`config.mk`:
```
export PLATFORM = sky130hd
export DESIGN_NAME = udp_tx_arb
export DESIGN_NICKNAME = d
export VERILOG_FILES = /design/src/rtl/udp_tx_arb.sv
export SDC_FILE = /design/constraint.sdc
export NUM_CORES = 1
export LEC_CHECK = 0
export BUFFER_PORTS_ARGS = -buffer_cell sky130_fd_sc_hd__buf_2
export CAP_MARGIN = 20
export CORE_AREA = 2 2 117 119
export CTS_BUF_LIST = sky130_fd_sc_hd__clkbuf_4 sky130_fd_sc_hd__clkbuf_8
export DETAILED_ROUTE_END_ITERATION = 12
export DIE_AREA = 0 0 119 121
export PLACE_DENSITY = 0.75
export RECOVER_POWER = 25
export SETUP_SLACK_MARGIN = 0.15
export SYNTH_ARGS = -nofsm -noshare
export SYNTH_HDL_FRONTEND = slang
export SYNTH_SLANG_ARGS = --single-unit
```
`constraint.sdc`:
```
create_clock -name clk -period 8.94 [get_ports clk]
set_clock_uncertainty 0.05 [all_clocks]
set_input_delay 1.341 -clock clk [delete_from_list [all_inputs] [get_ports clk]]
set_output_delay 1.341 -clock clk [all_outputs]
set_load 0.05 [all_outputs]
```
`src/rtl/udp_tx_arb.sv`:
```
`timescale 1ns/1ps
// udp_tx_arb: round-robin N-channel transmit arbiter in front of udp_tx.
// Optional watchdog on a stuck frame: define UDP_ARB_TIMEOUT_EN.
// Ports:
//   clk, rst_n          gmii_tx_clk, async active-low reset
//   ch_start/byte_num/  per-channel request, length, dest IP, data
//   des_ip/data
//   ch_req/done/err     per-channel tx_req, done pulse, reject pulse
//   tx_start_en/        drive udp_tx; tx_req/tx_done come back
//   tx_byte_num/des_ip/
//   tx_data
//   busy, grant_id      status
module udp_tx_arb #(
  parameter int CH_NUM      = 4,
  parameter int MAX_LEN     = 1472,
  parameter int IFG_CYC     = 12,
  parameter int TIMEOUT_CYC = 65535,
  localparam int IDW        = $clog2(CH_NUM)
) (
  input  logic                 clk,
  input  logic                 rst_n,
  input  logic [CH_NUM-1:0]    ch_start,
  input  logic [CH_NUM*16-1:0] ch_byte_num,
  input  logic [CH_NUM*32-1:0] ch_des_ip,
  input  logic [CH_NUM*8-1:0]  ch_data,
  output logic [CH_NUM-1:0]    ch_req,
  output logic [CH_NUM-1:0]    ch_done,
  output logic [CH_NUM-1:0]    ch_err,
  output logic                 tx_start_en,
  output logic [15:0]          tx_byte_num,
  output logic [31:0]          des_ip,
  output logic [7:0]           tx_data,
  input  logic                 tx_req,
  input  logic                 tx_done,
  output logic                 busy,
  output logic [IDW-1:0]       grant_id
);

  typedef enum logic [1:0] {
    S_IDLE,
    S_START,
    S_WAIT,
    S_GAP
  } state_t;

  localparam logic [15:0] MAXL = 16'(MAX_LEN);
  localparam logic [15:0] GAP_LAST =
    (IFG_CYC > 0) ? 16'(IFG_CYC - 1) : 16'd0;
  localparam logic [IDW-1:0] LAST_CH = IDW'(CH_NUM - 1);
  localparam logic [4:0] CHN5 = 5'(CH_NUM);

  state_t            r_state;
  logic [CH_NUM-1:0] r_pend;
  logic [CH_NUM-1:0] r_done;
  logic [CH_NUM-1:0] r_err;
  logic [IDW-1:0]    r_rr_ptr;
  logic [IDW-1:0]    r_grant;
  logic [15:0]       r_len;
  logic [31:0]       r_ip;
  logic              r_start;
  logic [15:0]       r_gap_cnt;
`ifdef UDP_ARB_TIMEOUT_EN
  localparam logic [15:0] TO_LAST = 16'(TIMEOUT_CYC - 1);
  logic [15:0]       r_to_cnt;
`endif

  logic              w_hit;
  logic [IDW-1:0]    w_sel;
  logic [IDW-1:0]    w_nxt;
  logic [4:0]        w_idx;
  logic [15:0]       w_sel_len;
  logic              w_bad;
  logic [CH_NUM-1:0] w_sel_oh;
  logic [CH_NUM-1:0] w_gnt_oh;
  logic [CH_NUM-1:0] w_clr;

  // Walk from rr_ptr upward; the loop runs backwards so the
  // candidate closest to rr_ptr is the last one to win.
  always_comb begin
    w_hit = 1'b0;
    w_sel = '0;
    w_idx = '0;
    for (int i = CH_NUM - 1; i >= 0; i--) begin
      w_idx = 5'(r_rr_ptr) + 5'(i);
      if (w_idx >= CHN5) w_idx = w_idx - CHN5;
      if (r_pend[IDW'(w_idx)]) begin
        w_hit = 1'b1;
        w_sel = IDW'(w_idx);
      end
    end
  end

  always_comb begin
    w_sel_oh = '0;
    w_sel_oh[w_sel] = 1'b1;
    w_gnt_oh = '0;
    w_gnt_oh[r_grant] = 1'b1;
  end

  assign w_sel_len = ch_byte_num[16*w_sel +: 16];
  assign w_bad = (w_sel_len == 16'd0) || (w_sel_len > MAXL);
  assign w_nxt = (w_sel == LAST_CH) ? '0 : w_sel + 1'b1;
  assign w_clr = (r_state == S_IDLE && w_hit) ? w_sel_oh : '0;

  always_ff @(posedge clk or negedge rst_n) begin
    if (!rst_n) begin
      r_state   <= S_IDLE;
      r_pend    <= '0;
      r_done    <= '0;
      r_err     <= '0;
      r_rr_ptr  <= '0;
      r_grant   <= '0;
      r_len     <= '0;
      r_ip      <= '0;
      r_start   <= 1'b0;
      r_gap_cnt <= '0;
`ifdef UDP_ARB_TIMEOUT_EN
      r_to_cnt  <= '0;
`endif
    end else begin
      // A start landing on the bit being granted survives.
      r_pend  <= (r_pend & ~w_clr) | ch_start;
      r_start <= 1'b0;
      r_done  <= '0;
      r_err   <= '0;
      unique case (r_state)
        S_IDLE: begin
          if (w_hit) begin
            r_rr_ptr <= w_nxt;
            if (w_bad) begin
              r_err <= w_sel_oh;
            end else begin
              r_grant <= w_sel;
              r_len   <= w_sel_len;
              r_ip    <= ch_des_ip[32*w_sel +: 32];
              r_start <= 1'b1;
              r_state <= S_START;
`ifdef UDP_ARB_TIMEOUT_EN
              r_to_cnt <= '0;
`endif
            end
          end
        end
        S_START: begin
          r_state <= S_WAIT;
`ifdef UDP_ARB_TIMEOUT_EN
          r_to_cnt <= r_to_cnt + 16'd1;
`endif
        end
        S_WAIT: begin
          if (tx_done) begin
            r_done    <= w_gnt_oh;
            r_gap_cnt <= '0;
            r_state   <= (IFG_CYC == 0) ? S_IDLE : S_GAP;
`ifdef UDP_ARB_TIMEOUT_EN
          end else if (r_to_cnt == TO_LAST) begin
            // Watchdog counts from START, so the abort
            // pulse lands TIMEOUT_CYC cycles after it.
            r_err     <= w_gnt_oh;
            r_gap_cnt <= '0;
            r_state   <= (IFG_CYC == 0) ? S_IDLE : S_GAP;
          end else begin
            r_to_cnt <= r_to_cnt + 16'd1;
`endif
          end
        end
        S_GAP: begin
          if (r_gap_cnt == GAP_LAST) begin
            r_state <= S_IDLE;
          end else begin
            r_gap_cnt <= r_gap_cnt + 16'd1;
          end
        end
        default: r_state <= S_IDLE;
      endcase
    end
  end

  assign ch_req = (r_state == S_WAIT && tx_req) ? w_gnt_oh : '0;
  assign tx_data = (r_state == S_WAIT) ?
                   ch_data[8*r_grant +: 8] : 8'd0;
  assign ch_done     = r_done;
  assign ch_err      = r_err;
  assign tx_start_en = r_start;
  assign tx_byte_num = r_len;
  assign des_ip      = r_ip;
  assign busy        = (r_state != S_IDLE);
  assign grant_id    = r_grant;

endmodule

```
==> metrics.md, run 1 <==
| Metric | Value |
|---|---|
| Peak supply drop | `0.190 mV` |
| Compound-gate portion of the synthesized area | `9.62%` |
| Main combinational cell family by area after synthesis | `simple AND/OR/NAND/NOR gates` |
| Hold path cells | `1` |
| Mux contribution to synthesized area | `19.0%` |
| Element type at the critical path start | `register` |
| Period utilisation layout | `52.6%` |
| WS Path Type | `register to register` |
| Crit path time final | `4.70 ns` |
| Reg2reg start | `r_rr_ptr[1]` |
| Ys Warns | `0` |
| Average instance area after synthesis | `slightly above 9 sq um` |
| Mapped Area | `~5400 sq um` |
| Chip Width | `119 um` |
| Pwr dens | `~420 nW/um^2` |
| Later-pin clock latency in the skew report | `0.35 ns` |
| Reg clk slew, reported paths | `0.09 ns` |
| Synth Area in Adders | `under 10%` |
| Synthesis-stage register bit count | `83` |
| CTS root buffer | `clkbuf_8` |
| Top-area cell type share of the netlist area | `between 30% and 40%` |
| Longest Clk Path Bufs | `2` |
| Asr flop ratio synth | `100%` |
| Vias/cell | `5.04` |
| Initial core utilization | `41.2%` |
| Worst R2R Path Depth | `10` |
| DRC Markers | `0` |
| Core area | `13,100 sq um` |
| Post-CTS setup buffer count | `0` |
| Post-synth EDFFs | `0` |
| Leakage power | `3.85 nW` |
| CP Capture Type | `register` |
| GRT Residual Overflow | `0` |
| Achievable Freq | `0.213 GHz` |
| Count of cell types in the netlist | `46` |
| Xor/xnor share of the synthesized area | `between 2 and 2.5%` |
| Post-Syn Nets | `824` |
| TritonCTS clock tree | `done` |
| # IOs | `between 300 and 400` |
| Layout cells sized above 1 | `43.7%` |
| Routability congestion estimate | `0.798` |
| Most frequent cell after synthesis | `nand2_1` |
| Drt pass-1 iters | `6` |
| Post-synthesis sequential area ratio | `approximately two fifths` |
| Worst Hold Endpoint | `tx_byte_num[13]` |
| First DRT Iteration DRCs | `150` |
| Critical Path Fanout Max | `39` |
| Fin. max-slew vios | `86` |
| Post-cts sizing count | `0` |
| Final WL | `15,800 um` |
| Req. time, crit path | `around 9.1 ns` |
| Hold Startpoint | `tx_byte_num[13]` |
| Simple-gate share of the synthesized area | `between 20% and 30%` |
| Unrepaired setup endpoints after global routing | `no` |
| Worst R2R End | `des_ip[0]` |
| Mapped Cells | `584` |
| CTS Buf Count | `9` |
| Dpl cells | `1,030` |
| DR vias | `between 5,000 and 6,000` |
| Row count | `42` |
| Pin count of the biggest net entering global routing | `between 80 and 90` |
| Max_cap viols | `2` |
| Fin cells | `approximately 1,000` |
| Antenna-violating nets left | `0` |
| Area contributors post-synth | `dfrtp_1 39%, mux2_4 11%, nand2_1 11%` |
| Rel. slew slack | `-50.5%` |
| Die ar. | `14,400 sq um` |
| Area Growth Syn to Fin | `34.2%` |
| CTS hold repair buffers | `0` |
| Diode count | `0` |
| Nets | `1,107` |
| Top post-synthesis cells by count | `151 x nand2_1, 83 x dfrtp_1, 39 x mux2_4` |
| Initial antenna violation count | `0` |
| Most used flip-flop cell after synthesis | `dfrtp_1` |
| Hold WS | `0.460 ns` |
| Vias in the first global route | `slightly above 5,000` |
| Final Hold Viols | `0` |
| Die Y | `121 um` |
| Failing checks | `max-capacitance violations, max-slew violations` |
| WP data arrival | `4.90 ns` |
| GRT Util Overall | `21.7%` |
| Routed WL per cell | `15.0 um` |
| Outcome | `finished, violations left` |
| R2R Setup Slk | `4.24 ns` |
| CTS sink cnt | `83` |
| H-tree depth | `3` |
| Setup_tns | `0 ns` |
| Final Power | `3.03 mW` |
| Hold Crit Class | `register to register` |
| Final setup vio count | `0` |
| Worst-Margin Slew | `2.26 ns` |
| First-pass GRT wire length | `24,900 um` |
| Area leader, netlist | `dfrtp_1` |
| Hpwl dp | `12,000 um` |
| I/O Buffers | `approximately 300` |
## registers in the layout, indices dropped and copies added, names as in the netlist
signal	count
ch_done	4
ch_err	4
des_ip	32
grant_id	2
r_gap_cnt	16
r_pend	4
r_rr_ptr	2
r_state	2
tx_byte_num	16
tx_start_en	1
## cells in the final DEF, fill, tap and decap left out, drive strengths merged, types with 8 or more instances in the layout
| cell | instances |
|---|---|
| xor2 | 13 |
| clkbuf | 12 |
| a31oi | 33 |
| mux2 | 45 |
| nand2 | 151 |
| ha | 8 |
| buf | 305 |
| mux4 | 8 |
| a211oi | 8 |
| nand3 | 15 |
| dfrtp | 83 |
| nor2 | 35 |
| inv | 17 |
| mux2i | 19 |
| a21boi | 8 |
| o21ai | 9 |
| and2 | 13 |
| and3 | 34 |
## worst max-delay path by stage
stage                         start              to  slack (ns)
floorplan               ch_data[24]      tx_data[0]        5.45
global placement     ch_byte_num[5]       des_ip[0]        4.30
detailed placement  ch_byte_num[28]       des_ip[0]        4.22
CTS                     r_rr_ptr[1]       des_ip[0]        4.27
global route                  rst_n  tx_byte_num[9]        3.49
finish                  r_rr_ptr[1]       des_ip[0]        4.24
## cell type report
class | count | area, sq um
timing repair buffer | 308 | 1570
clock inverter | 7 | 98.8
sequential | 83 | 2080
inverter | 15 | 56.3
clock buffer | 9 | 124
fill | 1210 | 5860
tap | 176 | 220
multi-input combinational | 450 | 3080
## through the flow
stage / utilization [%] / cell area, sq um / setup slack [ns]
global route: 55.2 / 7220 / 3.49
finish: 55.2 / 7220 / 4.24
floorplan: - / 5390 / 5.45
global placement: 53.3 / 6980 / 4.30
CTS: 55.0 / 7200 / 4.27
detailed placement: 53.3 / 6980 / 4.22
## report_power, final
part	internal, mW	switching, mW
sequential	0.518	0.110
clock	0.159	0.142
combinational	0.772	1.32
## metal layers
layer,part of all wire [%],global-route usage [%],vias to the layer above
met5,0,0,-
met4,2.3,8.48,0
met3,6.2,3.85,25
met2,50,37.4,207
met1,41,27.0,2461
li1,-,-,2591
## worst max-delay path, stage by stage (launching register included)
cell,delay [ns]
dfrtp_1,0.44
and2_1,0.20
o211ai_1,0.75
a21boi_0,0.20
a211oi_1,0.33
o22ai_1,0.16
nor4_2,0.31
mux2i_1,0.31
nor3b_4,0.73
buf_4,0.67
mux2_2,0.40
## cells by family after synthesis
family / count (synthesis)
multiplexers: 72
XOR/XNOR: 14
AND/OR/NAND/NOR: 279
adder cells (fa/ha/maj): 8
buffers and inverters: 51
AO/OA/AOI/OAI: 77
flip-flops: 83
No activity file was read; power rests on OpenSTA's default activity.
==> run 2, diff against run 1 <==
Settings changed: ABC_AREA set to 1, CORE_AREA 2 2 117 119 to 2 2 118 120, DIE_AREA 0 0 119 121 to 0 0 120 122, PLACE_DENSITY 0.75 to 0.78.
Clock period 8.94 ns to 4.8 ns, I/O delays scaled along.
==> run 2 against run 1 <==
The run still ends with max-capacitance violations, max-slew violations left; global-route usage up 3.2 points; critical endpoint is now grant_id[1]; total power grew 110%; cell area rose by 5.2%; sequential cell count is the same; hold slack worse by 0.045 ns; register-to-register slack got worse by 3.4 ns; die area is 1.7% higher; core utilization rose by 1.1 points; cell count up 25%; largest power group unchanged; largest cell class unchanged; critical path depth increased by 7; combinational power rose by 120%; sequential share of layout area shrank 1.4 points.
==> metrics.md, run 2 <==
| Metric | Value |
|---|---|
| Outcome | `finished, violations left` |
| Failing checks | `max-capacitance violations, max-slew violations` |
| Placement-stage worst setup slack | `0.705 ns` |
| Max_cap viols | `1` |
| R2R Setup Slk | `~0.84 ns` |
| Mapped Cells | `845` |
| Synthesis-stage register bit count | `83` |
| Area leader, netlist | `dfrtp_1` |
| Post-Syn Nets | `1,085` |
| Post-synthesis sequential area ratio | `between 30 and 40%` |
| Req. time, crit path | `4.97 ns` |
| Core area | `~14,000 sq um` |
| Antenna-violating nets left | `0` |
| Reg2reg start | `r_rr_ptr[0]` |
| Clock Power Share | `8.6%` |
| Element type at the critical path start | `register` |
| Area after DPL | `7370 sq um` |
| CP bufs+invs | `2` |
| Later-pin clock latency in the skew report | `0.36 ns` |
| CTS sink cnt | `83` |
| Initial antenna violation count | `3` |
| Row count | `43` |
| Pin count of the biggest net entering global routing | `70` |
| WS Path Type | `register to register` |
| Grt peak-use layer | `met2` |
| Met3 Track Usage GR | `3.56%` |
| Worst R2R End | `grant_id[1]` |
| GR Layer Usage met1 | `31.3%` |
| Worst R2R Path Depth | `17` |
| Period utilisation layout | `between 80 and 90%` |
| Die ar. | `14,600 sq um` |
| Fin. max-slew vios | `51` |
| Worst-Margin Slew | `2.62 ns` |
| First-pass GRT wire length | `29,200 um` |
| Unrepaired setup endpoints after global routing | `no` |
| Critical-path top delay cell | `dfrtp_1` |
| Leakage power | `4.21 nW` |
| GRT Util Overall | `24.8%` |
| Vias in the first global route | `6,108` |
| TritonCTS clock tree | `done` |
| DR vias | `6,767` |
| Most used flip-flop cell after synthesis | `dfrtp_1` |
| Final instance area | `7600 sq um` |
| Switching Share | `57.8%` |
| Crit path capture | `grant_id[1]` |
| Area contributors post-synth | `dfrtp_1 36%, nand2_1 19%, nand3_1 7.8%` |
| Chip Width | `approximately 120 um` |
| First DRT Iteration DRCs | `between 400 and 500` |
| Internal power | `2.64 mW` |
| Routability congestion estimate | `0.960` |
| Achievable Freq | `0.252 GHz` |
| Hpwl dp | `around 15,000 um` |
| Crit path time final | `3.96 ns` |
| Combinational share of power | `73.9%` |
| CTS Buf Count | `9` |
| CTS hold repair buffers | `0` |
| Final setup vio count | `0` |
| Initial core utilization | `43.0%` |
| Psw | `3.63 mW` |
| Ys Warns | `0` |
| Layout fillers | `1,340` |
| Average instance area after synthesis | `6.87 sq um` |
| Top-area cell type share of the netlist area | `35.8%` |
| PnR worst setup slack | `0.839 ns` |
| # IOs | `304` |
| Final WL | `around 19,000 um` |
| Max reg flops | `32` |
| Post-synth EDFFs | `0` |
| Top post-synthesis cells by count | `287 x nand2_1, 90 x nand3_1, 83 x dfrtp_1` |
| CP Depth | `17` |
| Final Hold Viols | `0` |
| Slowest stage delay, CP | `0.54 ns` |
| Drt pass-1 iters | `5` |
| Mapped Area | `a little under 6000 sq um` |
| Area Growth Syn to Fin | `30.9%` |
| Longest Clk Path Bufs | `2` |
| Sequential cell area | `a little over 2000 sq um` |
| Asr flop ratio synth | `between 90% and 100%` |
| Layout cells sized above 1 | `~30%` |
| Rel. slew slack | `-74.4%` |
| Setup_tns | `0 ns` |
| Pwr dens | `825 nW/um^2` |
| Share of power burned in registers | `17.5%` |
| Count of cell types in the netlist | `37` |
| I/O Buffers | `303` |
| Die Y | `approximately 120 um` |
| DRC Markers | `0` |
| Critical Path Fanout Max | `69` |
| Hold WS | `0.415 ns` |
| H-tree depth | `3` |
| CP Cell Sequence | `o21ai_0, nand2_1, nand3_2, nand2_1, nand2_4, nand2_8, nand2_1, nand3_1, nand2_1, inv_2, nand2_1, nand3_1, nor2_2, nand4_4, buf_4, nand2_1, o21ai_0` |
| Peak supply drop | `0.566 mV` |
| Most used cell, CP | `nand2_1` |
| Routed WL per cell | `14.4 um` |
| CTS root buffer | `clkbuf_8` |
| Hold Crit Class | `register to register` |
| Most frequent cell after synthesis | `nand2_1` |
| WP data arrival | `approximately 4.1 ns` |
| Most frequent cells in the layout | `302 x buf_2, 287 x nand2_1, 90 x nand3_1, 83 x dfrtp_1, 76 x inv_1` |
| CP delay by family, top | `simple AND/OR/NAND/NOR gates` |
| CP startpoint | `r_rr_ptr[0]` |
| CP Capture Type | `register` |
| Nets | `1,358` |
| Vias/cell | `5.18` |
| GRT met2 Usage | `42.6%` |
| GRT Residual Overflow | `0` |
| Commonest non-fill, non-tap cell in the layout | `buf_2` |
| Reg clk slew, reported paths | `0.08 ns` |
| Multi-input logic area | `approximately 3200 sq um` |
[run 2: changes by cell type after synthesis, moves of 25 or more]
cell,previous run,this run
a21oi_1,2,37
a31oi_1,33,8
a32o_1,0,32
and3_1,34,0
inv_1,15,78
mux2_4,39,0
nand2_1,151,287
nand3_1,15,90
o21ai_0,9,50
[run 2: cell families after synthesis]
group / count (synthesis) / synth area share, %
compound gates: 149 / 16.7
xor+xnor: 7 / 1.06
fa+ha+maj: 8 / 1.72
buf+inv: 131 / 9.68
flops: 83 / 35.8
simple gates: 467 / 35.1
[run 2: how the worst min path moves through the flow]
stage / depth (start not counted) / endpoint / slack (ns) / startpoint
global placement: 2 / tx_byte_num[13] / 0.40 / tx_byte_num[13]
CTS: 1 / r_gap_cnt[14] / 0.33 / rst_n
global route: 2 / tx_byte_num[11] / 0.45 / tx_byte_num[11]
finish: 2 / tx_byte_num[14] / 0.41 / tx_byte_num[14]
detailed placement: 2 / tx_byte_num[14] / 0.40 / tx_byte_num[14]
floorplan: 0 / ch_done[0] / 0.37 / rst_n
[run 2: layout make-up]
cell class              instances  share of cell area [%]
well taps                     180                    2.96
repair buffers                311                    20.9
inverters                      82                    4.05
flip-flops and latches         83                    27.3
clock inverters                 1                   0.395
clock buffers                  15                    2.47
multi-input cells             631                    41.8
diodes                          3                  0.0988
[run 2: power by group through the flow]
stage / combinational, mW / clock (mW) / sequential, mW
final: 4.63 / 0.540 / 1.10
after global routing: 5.13 / 0.584 / 1.13
after CTS: 4.60 / 0.559 / 1.10
after detailed placement: 4.60 / 0 / 1.10
after global placement: 4.56 / 0 / 1.11
after floorplan: 3.21 / 0 / 1.55
[run 2: timing repair]
| action | CTS | global route |
|---|---|---|
| gates resized for setup | 0 | 1 |
| endpoints found under the setup margin | 0 | 22 |
| endpoints found under the hold margin | 0 | 0 |
| setup buffers | 0 | 0 |
[run 2: tightest hold or removal path, delay by kind of cell (launching register included)]
family	cells	cell delay, ns
DFF	1	0.34
buffers and inverters	1	0.04
and+or+nand+nor	1	0.05
[run 2: through the flow]
step	utilization, %	std cells	power (mW)
finish	56.3	1306	6.27
detailed placement	54.6	1287	5.70
global placement	54.6	1287	5.66
global route	56.3	1306	6.84
floorplan	-	845	4.77
CTS	56.2	1303	6.26
[run 2: routing by layer]
metal  vias up  wire (um)
li1       3363          -
met1      3096       7580
met2       266       9540
met3        42       1090
met4         0        631
met5         -          0
